$ cat config.mk
export PLATFORM = sky130hd
export DESIGN_NAME = mm8_ctrl
export DESIGN_NICKNAME = d
export VERILOG_FILES = /design/src/rtl/mm8_pkg.sv /design/src/rtl/mm8_result_buf.sv /design/src/rtl/mm8_ctrl.sv
export SDC_FILE = /design/constraint.sdc
export NUM_CORES = 2
export LEC_CHECK = 0
export CAP_MARGIN = 40
export CORE_MARGIN = 3
export CORE_UTILIZATION = 47
export DETAILED_ROUTE_END_ITERATION = 8
export PLACE_DENSITY_LB_ADDON = 0.25
export SLEW_MARGIN = 20
export SYNTH_ARGS = -nofsm -noshare
export SYNTH_HDL_FRONTEND = slang
export SYNTH_SLANG_ARGS = --single-unit
export TNS_END_PERCENT = 100
$ cat constraint.sdc
create_clock -name clk -period 21.2 [get_ports clk]
set_input_delay 4.24 -clock clk [delete_from_list [all_inputs] [get_ports clk]]
set_output_delay 4.24 -clock clk [all_outputs]
set_load 0.01 [all_outputs]
$ cat src/rtl/mm8_pkg.sv
// Shared types and default dimensions for the 8x8 matrix-multiply job sequencer.
package mm8_pkg;

    localparam int MM_N           = 8;
    localparam int MM_DATA_W      = 8;
    localparam int MM_ACC_W       = 32;
    localparam int MM_COMPUTE_LAT = 17;
    localparam int MM_PTR_W       = $clog2(MM_N);

    typedef enum logic [2:0] {
        S_IDLE,
        S_CLEAR,
        S_LOAD,
        S_COMPUTE,
        S_DRAIN
    } state_t;

    typedef logic [MM_PTR_W-1:0]        row_ptr_t;
    typedef logic signed [MM_DATA_W-1:0] data_t;
    typedef logic signed [MM_ACC_W-1:0]  acc_t;
    typedef data_t [MM_N-1:0]            data_vec_t;
    typedef acc_t  [MM_N-1:0]            acc_vec_t;

endpackage

$ cat src/rtl/mm8_result_buf.sv
// Result row buffer: captures array c_out rows during compute, read by drain index.
module mm8_result_buf
    import mm8_pkg::*;
#(
    parameter int N         = MM_N,
    parameter int ACC_WIDTH = MM_ACC_W
) (
    input  logic                   clk,
    input  logic                   we_i,
    input  logic [$clog2(N)-1:0]   waddr_i,
    input  logic [N*ACC_WIDTH-1:0] wdata_i,
    input  logic [$clog2(N)-1:0]   raddr_i,
    output logic [N*ACC_WIDTH-1:0] rdata_o
);

    logic [N*ACC_WIDTH-1:0] mem_q [N];

    // NOTE: storage is not reset; out_valid in the controller decides when a slot is meaningful.
    always_ff @(posedge clk) begin
        if (we_i) begin
            mem_q[waddr_i] <= wdata_i;
        end
    end

    assign rdata_o = mem_q[raddr_i];

endmodule

$ cat src/rtl/mm8_ctrl.sv
// Job sequencer for the 8x8 systolic array: load columns, run compute, drain result rows.
// Optional cycle counter output perf_cycles when MM_CTRL_PERF_EN is defined.
module mm8_ctrl
    import mm8_pkg::*;
#(
    parameter int DATA_WIDTH  = MM_DATA_W,
    parameter int ACC_WIDTH   = MM_ACC_W,
    parameter int N           = MM_N,
    parameter int COMPUTE_LAT = MM_COMPUTE_LAT
) (
    input  logic                    clk,
    input  logic                    rst,
    input  logic                    in_valid,
    output logic                    in_ready,
    input  logic [N*DATA_WIDTH-1:0] in_a,
    input  logic [N*DATA_WIDTH-1:0] in_b,
    output logic                    arr_rst,
    output logic                    arr_write,
    output logic [$clog2(N)-1:0]    arr_row_ptr,
    output logic [N*DATA_WIDTH-1:0] arr_a_in,
    output logic [N*DATA_WIDTH-1:0] arr_b_in,
    output logic                    arr_enable,
    input  logic [N*ACC_WIDTH-1:0]  arr_c_out,
    output logic                    out_valid,
    input  logic                    out_ready,
    output logic [N*ACC_WIDTH-1:0]  out_c,
    output logic [$clog2(N)-1:0]    out_row,
    output logic                    out_last,
    output logic                    busy
`ifdef MM_CTRL_PERF_EN
    ,
    output logic [31:0]             perf_cycles
`endif
);

    localparam int PTR_W = $clog2(N);
    localparam int CNT_W = $clog2(COMPUTE_LAT + N);

    state_t                  state_q;
    logic                    clear_q;
    logic                    in_ready_q;
    logic                    arr_write_q;
    logic [PTR_W-1:0]        row_ptr_q;
    logic [N*DATA_WIDTH-1:0] a_q;
    logic [N*DATA_WIDTH-1:0] b_q;
    logic                    enable_q;
    logic [PTR_W-1:0]        beat_q;
    logic [CNT_W-1:0]        cnt_q;
    logic                    out_valid_q;
    logic [PTR_W-1:0]        out_row_q;
    logic                    out_last_q;

    logic             load_hs;
    logic             drain_hs;
    logic             cap_we;
    logic [PTR_W-1:0] cap_addr;

    assign load_hs  = (state_q == S_LOAD) && in_ready_q && in_valid;
    assign drain_hs = (state_q == S_DRAIN) && out_valid_q && out_ready;
    assign cap_we   = (state_q == S_COMPUTE) && (cnt_q >= CNT_W'(COMPUTE_LAT));
    assign cap_addr = PTR_W'(cnt_q - CNT_W'(COMPUTE_LAT));

    always_ff @(posedge clk) begin
        if (rst) begin
            state_q     <= S_IDLE;
            clear_q     <= 1'b0;
            in_ready_q  <= 1'b0;
            arr_write_q <= 1'b0;
            row_ptr_q   <= '0;
            a_q         <= '0;
            b_q         <= '0;
            enable_q    <= 1'b0;
            beat_q      <= '0;
            cnt_q       <= '0;
            out_valid_q <= 1'b0;
            out_row_q   <= '0;
            out_last_q  <= 1'b0;
        end else begin
            clear_q     <= 1'b0;
            arr_write_q <= 1'b0;
            unique case (state_q)
                S_IDLE: begin
                    if (in_valid) begin
                        state_q <= S_CLEAR;
                        clear_q <= 1'b1;
                    end
                end
                S_CLEAR: begin
                    state_q    <= S_LOAD;
                    in_ready_q <= 1'b1;
                    beat_q     <= '0;
                end
                S_LOAD: begin
                    if (load_hs) begin
                        a_q         <= in_a;
                        b_q         <= in_b;
                        arr_write_q <= 1'b1;
                        row_ptr_q   <= beat_q;
                        beat_q      <= beat_q + PTR_W'(1);
                        if (beat_q == PTR_W'(N - 1)) begin
                            in_ready_q <= 1'b0;
                        end
                    end
                    // in_ready low inside LOAD means the final write is on the array bus now.
                    if (!in_ready_q) begin
                        state_q  <= S_COMPUTE;
                        enable_q <= 1'b1;
                        cnt_q    <= '0;
                    end
                end
                S_COMPUTE: begin
                    cnt_q <= cnt_q + CNT_W'(1);
                    if (cnt_q == CNT_W'(COMPUTE_LAT + N - 1)) begin
                        enable_q    <= 1'b0;
                        state_q     <= S_DRAIN;
                        out_valid_q <= 1'b1;
                        out_row_q   <= '0;
                        out_last_q  <= (N == 1);
                    end
                end
                S_DRAIN: begin
                    if (drain_hs) begin
                        if (out_last_q) begin
                            out_valid_q <= 1'b0;
                            out_last_q  <= 1'b0;
                            out_row_q   <= '0;
                            state_q     <= S_IDLE;
                        end else begin
                            out_row_q  <= out_row_q + PTR_W'(1);
                            out_last_q <= (out_row_q == PTR_W'(N - 2));
                        end
                    end
                end
                default: state_q <= S_IDLE;
            endcase
        end
    end

    mm8_result_buf #(
        .N         (N),
        .ACC_WIDTH (ACC_WIDTH)
    ) u_buf (
        .clk     (clk),
        .we_i    (cap_we),
        .waddr_i (cap_addr),
        .wdata_i (arr_c_out),
        .raddr_i (out_row_q),
        .rdata_o (out_c)
    );

    // arr_rst follows rst directly so the array clears in the same cycles the controller does.
    assign arr_rst     = rst | clear_q;
    assign in_ready    = in_ready_q;
    assign arr_write   = arr_write_q;
    assign arr_row_ptr = row_ptr_q;
    assign arr_a_in    = a_q;
    assign arr_b_in    = b_q;
    assign arr_enable  = enable_q;
    assign out_valid   = out_valid_q;
    assign out_row     = out_row_q;
    assign out_last    = out_last_q;
    assign busy        = (state_q != S_IDLE);

`ifdef MM_CTRL_PERF_EN
    logic [31:0] perf_cnt_q;
    logic [31:0] perf_q;
    logic        perf_run_q;

    // Counts inclusively from the first LOAD handshake to the out_last handshake.
    always_ff @(posedge clk) begin
        if (rst) begin
            perf_cnt_q <= '0;
            perf_q     <= '0;
            perf_run_q <= 1'b0;
        end else begin
            if (load_hs && beat_q == '0) begin
                perf_run_q <= 1'b1;
                perf_cnt_q <= 32'd1;
            end else if (perf_run_q) begin
                perf_cnt_q <= perf_cnt_q + 32'd1;
            end
            if (drain_hs && out_last_q && perf_run_q) begin
                perf_q     <= perf_cnt_q + 32'd1;
                perf_run_q <= 1'b0;
            end
        end
    end

    assign perf_cycles = perf_q;
`endif

endmodule

==> results_dict.tcl <==
set metrics [dict create \
    drtIter0Drc 3264 \
    r2r_cells 7 \
    path_cells "buf_4, or2_2, clkdlybuf4s50_1" \
    root_buffer "clkbuf_16" \
    rsz0062_at_grt "no" \
    clockBufferDepth 3 \
    drv_cap 0 \
    yosysSeqAreaShare_pct 77.8 \
    grt_pass1_wl_um 277000 \
    floorplan.die.height_um 426 \
    wl_um 190000 \
    synth.area.top_cells "edfxtp_1 (74%), mux4_2 (14%), dfxtp_1 (3.7%)" \
    cp_data_arrival_time_ns 5.54 \
    vias_per_cell 5.61 \
    power.leakage_uw 0.0307 \
    yosys_warnings 0 \
    grt_max_degree 152 \
    drc 0 \
    cts_tree "yes" \
    peakVddDrop_uv 81.8 \
    fin_crit_ns 9.78 \
    cts_hold_buf 0 \
    die_area_um2 182000 \
    netlist_top_cells_count "edfxtp_1 (2048), mux4_2 (512), mux2_2 (256)" \
    fin_nets 4980 \
    reg2reg_slack_ns 16.69 \
    worst-path-max-fanout 57 \
    regToRegStartpoint "state_q[0]" \
    hpwl_um 111000 \
    worstHoldStart "arr_b_in[27]" \
    num_vias 40000 \
    area_delta_synth_final_pct 21.6 \
    ys_types 49 \
    path_class "in2out" \
    cts_buffers 216 \
    start_util_pct 47.5 \
    synth_top_area_cell "edfxtp_1" \
    finalCritPeriodShare_pct 46.1 \
    synthFlopType "edfxtp_1" \
    synth_fp_nets 4100 \
    end_kind "primary output" \
    crit_slowest_cell "clkdlybuf4s50_1" \
    dp.cells 6685 \
    cts_resized 0 \
    drive_gt1_share_pct 24.7 \
    start_kind "input port" \
    setup_tns_ns 0 \
    io_buffers 784 \
    first_pass_iters 7 \
    path_clk_slew_ns 0.06 \
    hold_path.class "reg2reg" \
    post_cts_buffers 0 \
    hold_depth 2 \
    worstHoldEndpoint "arr_b_in[27]" \
    final_cells 7129 \
    p_per_area_nw_per_um2 85.2 \
    outcome "finished clean" \
    r2r_end "u_buf.mem_q[0][239]" \
    antenna_found_initial 53 \
    overflow 0 \
    ant_nets 0 \
    rows 153 \
    worst_path_largest_cell_delay_ns 0.54 \
    synth_seq_cells 2202 \
    htreeDepth 4 \
    cp.required_ns 16.96 \
    gp_congestion 0.841 \
    synthesis.area_um2 83000 \
    startpoint "rst" \
    yosysTopAreaCellShare_pct 74.1 \
    slew_headroom_pct 28.5 \
    fp.dieW_um 426 \
    worst-slew-pin-transition_ns 1.07 \
    syn_area_per_cell_um2 22.4 \
    setup_violations 0 \
    synth_edf_count 2048 \
    io_pins 785 \
    fin_skew_ns 0.0345 \
    clk_latency_ns 0.83 \
    synthCells 3704 \
    clock_sinks 2202 \
    wire_per_inst_um 26.7 \
    fmax_mhz 102 \
    hold_violations 0 \
    slew_viol_final 0 \
    coreArea_um2 175000 \
    async_flop_share_pct 0 \
    grt_pass1_vias 41100 \
    yosysMostFrequentCell "edfxtp_1" \
    gr-usage-all-layers_pct 20.7 \
]
[metrics by stage]
| step | instance area, um2 | hold WS [ns] | power (uW) | utilization, % | setup slack, ns |
|---|---|---|---|---|---|
| 4_1_cts | 101000 | 0.475 | 8690 | 57.6 | 11.10 |
| 5_1_grt | 101000 | 0.498 | 8880 | 57.7 | 11.38 |
| 3_5_place_dp | 93800 | 0.467 | 5010 | 53.7 | 11.46 |
| 3_3_place_gp | 93200 | 0.460 | 5000 | 53.3 | 11.47 |
| 2_1_floorplan | 83000 | 0.461 | 4880 | - | 1.56 |
| 6_report | 101000 | 0.476 | 8600 | 57.8 | 11.42 |
[logic make-up after synthesis]
family	after synthesis	share of synthesized area (%)
AO/OA/AOI/OAI	289	1.79
XOR/XNOR	2	0.0211
flip-flops	2202	77.8
buffers and inverters	230	1.56
adder cells (fa/ha/maj)	8	0.121
multiplexers	773	17.4
AND/OR/NAND/NOR	200	1.27
[worst max path at each step]
stage | endpoint | slack [ns]
after floorplan | u_buf.mem_q[3][0] | 1.56
after global placement | arr_rst | 11.47
after detailed placement | arr_rst | 11.46
after CTS | out_c[217] | 11.10
after global routing | arr_rst | 11.38
final | arr_rst | 11.42
[final cells by class]
| cell class | instances | area, um2 |
|---|---|---|
| Sequential cell | 2202 | 64600 |
| Tap cell | 2325 | 2910 |
| Inverter | 6 | 22.5 |
| Antenna cell | 40 | 100 |
| Fill cell | 12700 | 73800 |
| Multi-Input combinational cell | 1272 | 17200 |
| Clock inverter | 128 | 1190 |
| Timing Repair Buffer | 886 | 9290 |
| Clock buffer | 270 | 5640 |
[layer usage]
metal	vias to the layer above	global-route usage [%]	share of wire, %
li1	17400	-	-
met2	1131	33.5	50
met4	30	9.25	3.8
met5	-	0	0.12
met3	335	5.43	6.6
met1	21100	26.5	40
[power breakdown]
group	switching, uW	internal [uW]
sequential	4.15	4750
clock	1600	2070
combinational	96.1	79.7
total	1700	6900
[state kept, by name, summed over array words and instances, names as in the netlist, named ones only]
name         flops
out_valid        1
u_buf.mem_q   2048
arr_a_in        64
arr_write        1
out_row          3
clear_q          1
out_last         1
cnt_q            5
in_ready         1
arr_enable       1
beat_q           3
state_q          3
arr_b_in        64
arr_row_ptr      3
[layout by cell type (no fill, tap or decap), drive strengths merged, types with 4 or more instances in the layout]
master and n:
o211ai 4, clkbuf 270, clkdlybuf4s50 783, clkinvlp 5
inv 16, edfxtp 2048, nand2b 5, dfxtp 154
mux4 512, o21ai 137, clkinv 98, bufinv 15
nor2b 4, nand3 135, diode 40, mux2 256
nand2 7, nor2 14, mux2i 5, buf 103
a21oi 139, nor3 10, ha 8
[worst max-delay path, delay by kind of cell]
| family | cells | cell delay, ns |
|---|---|---|
| buffers and inverters | 2 | 1.04 |
| and+or+nand+nor | 1 | 0.22 |
Power figures use the tool's default switching activity.
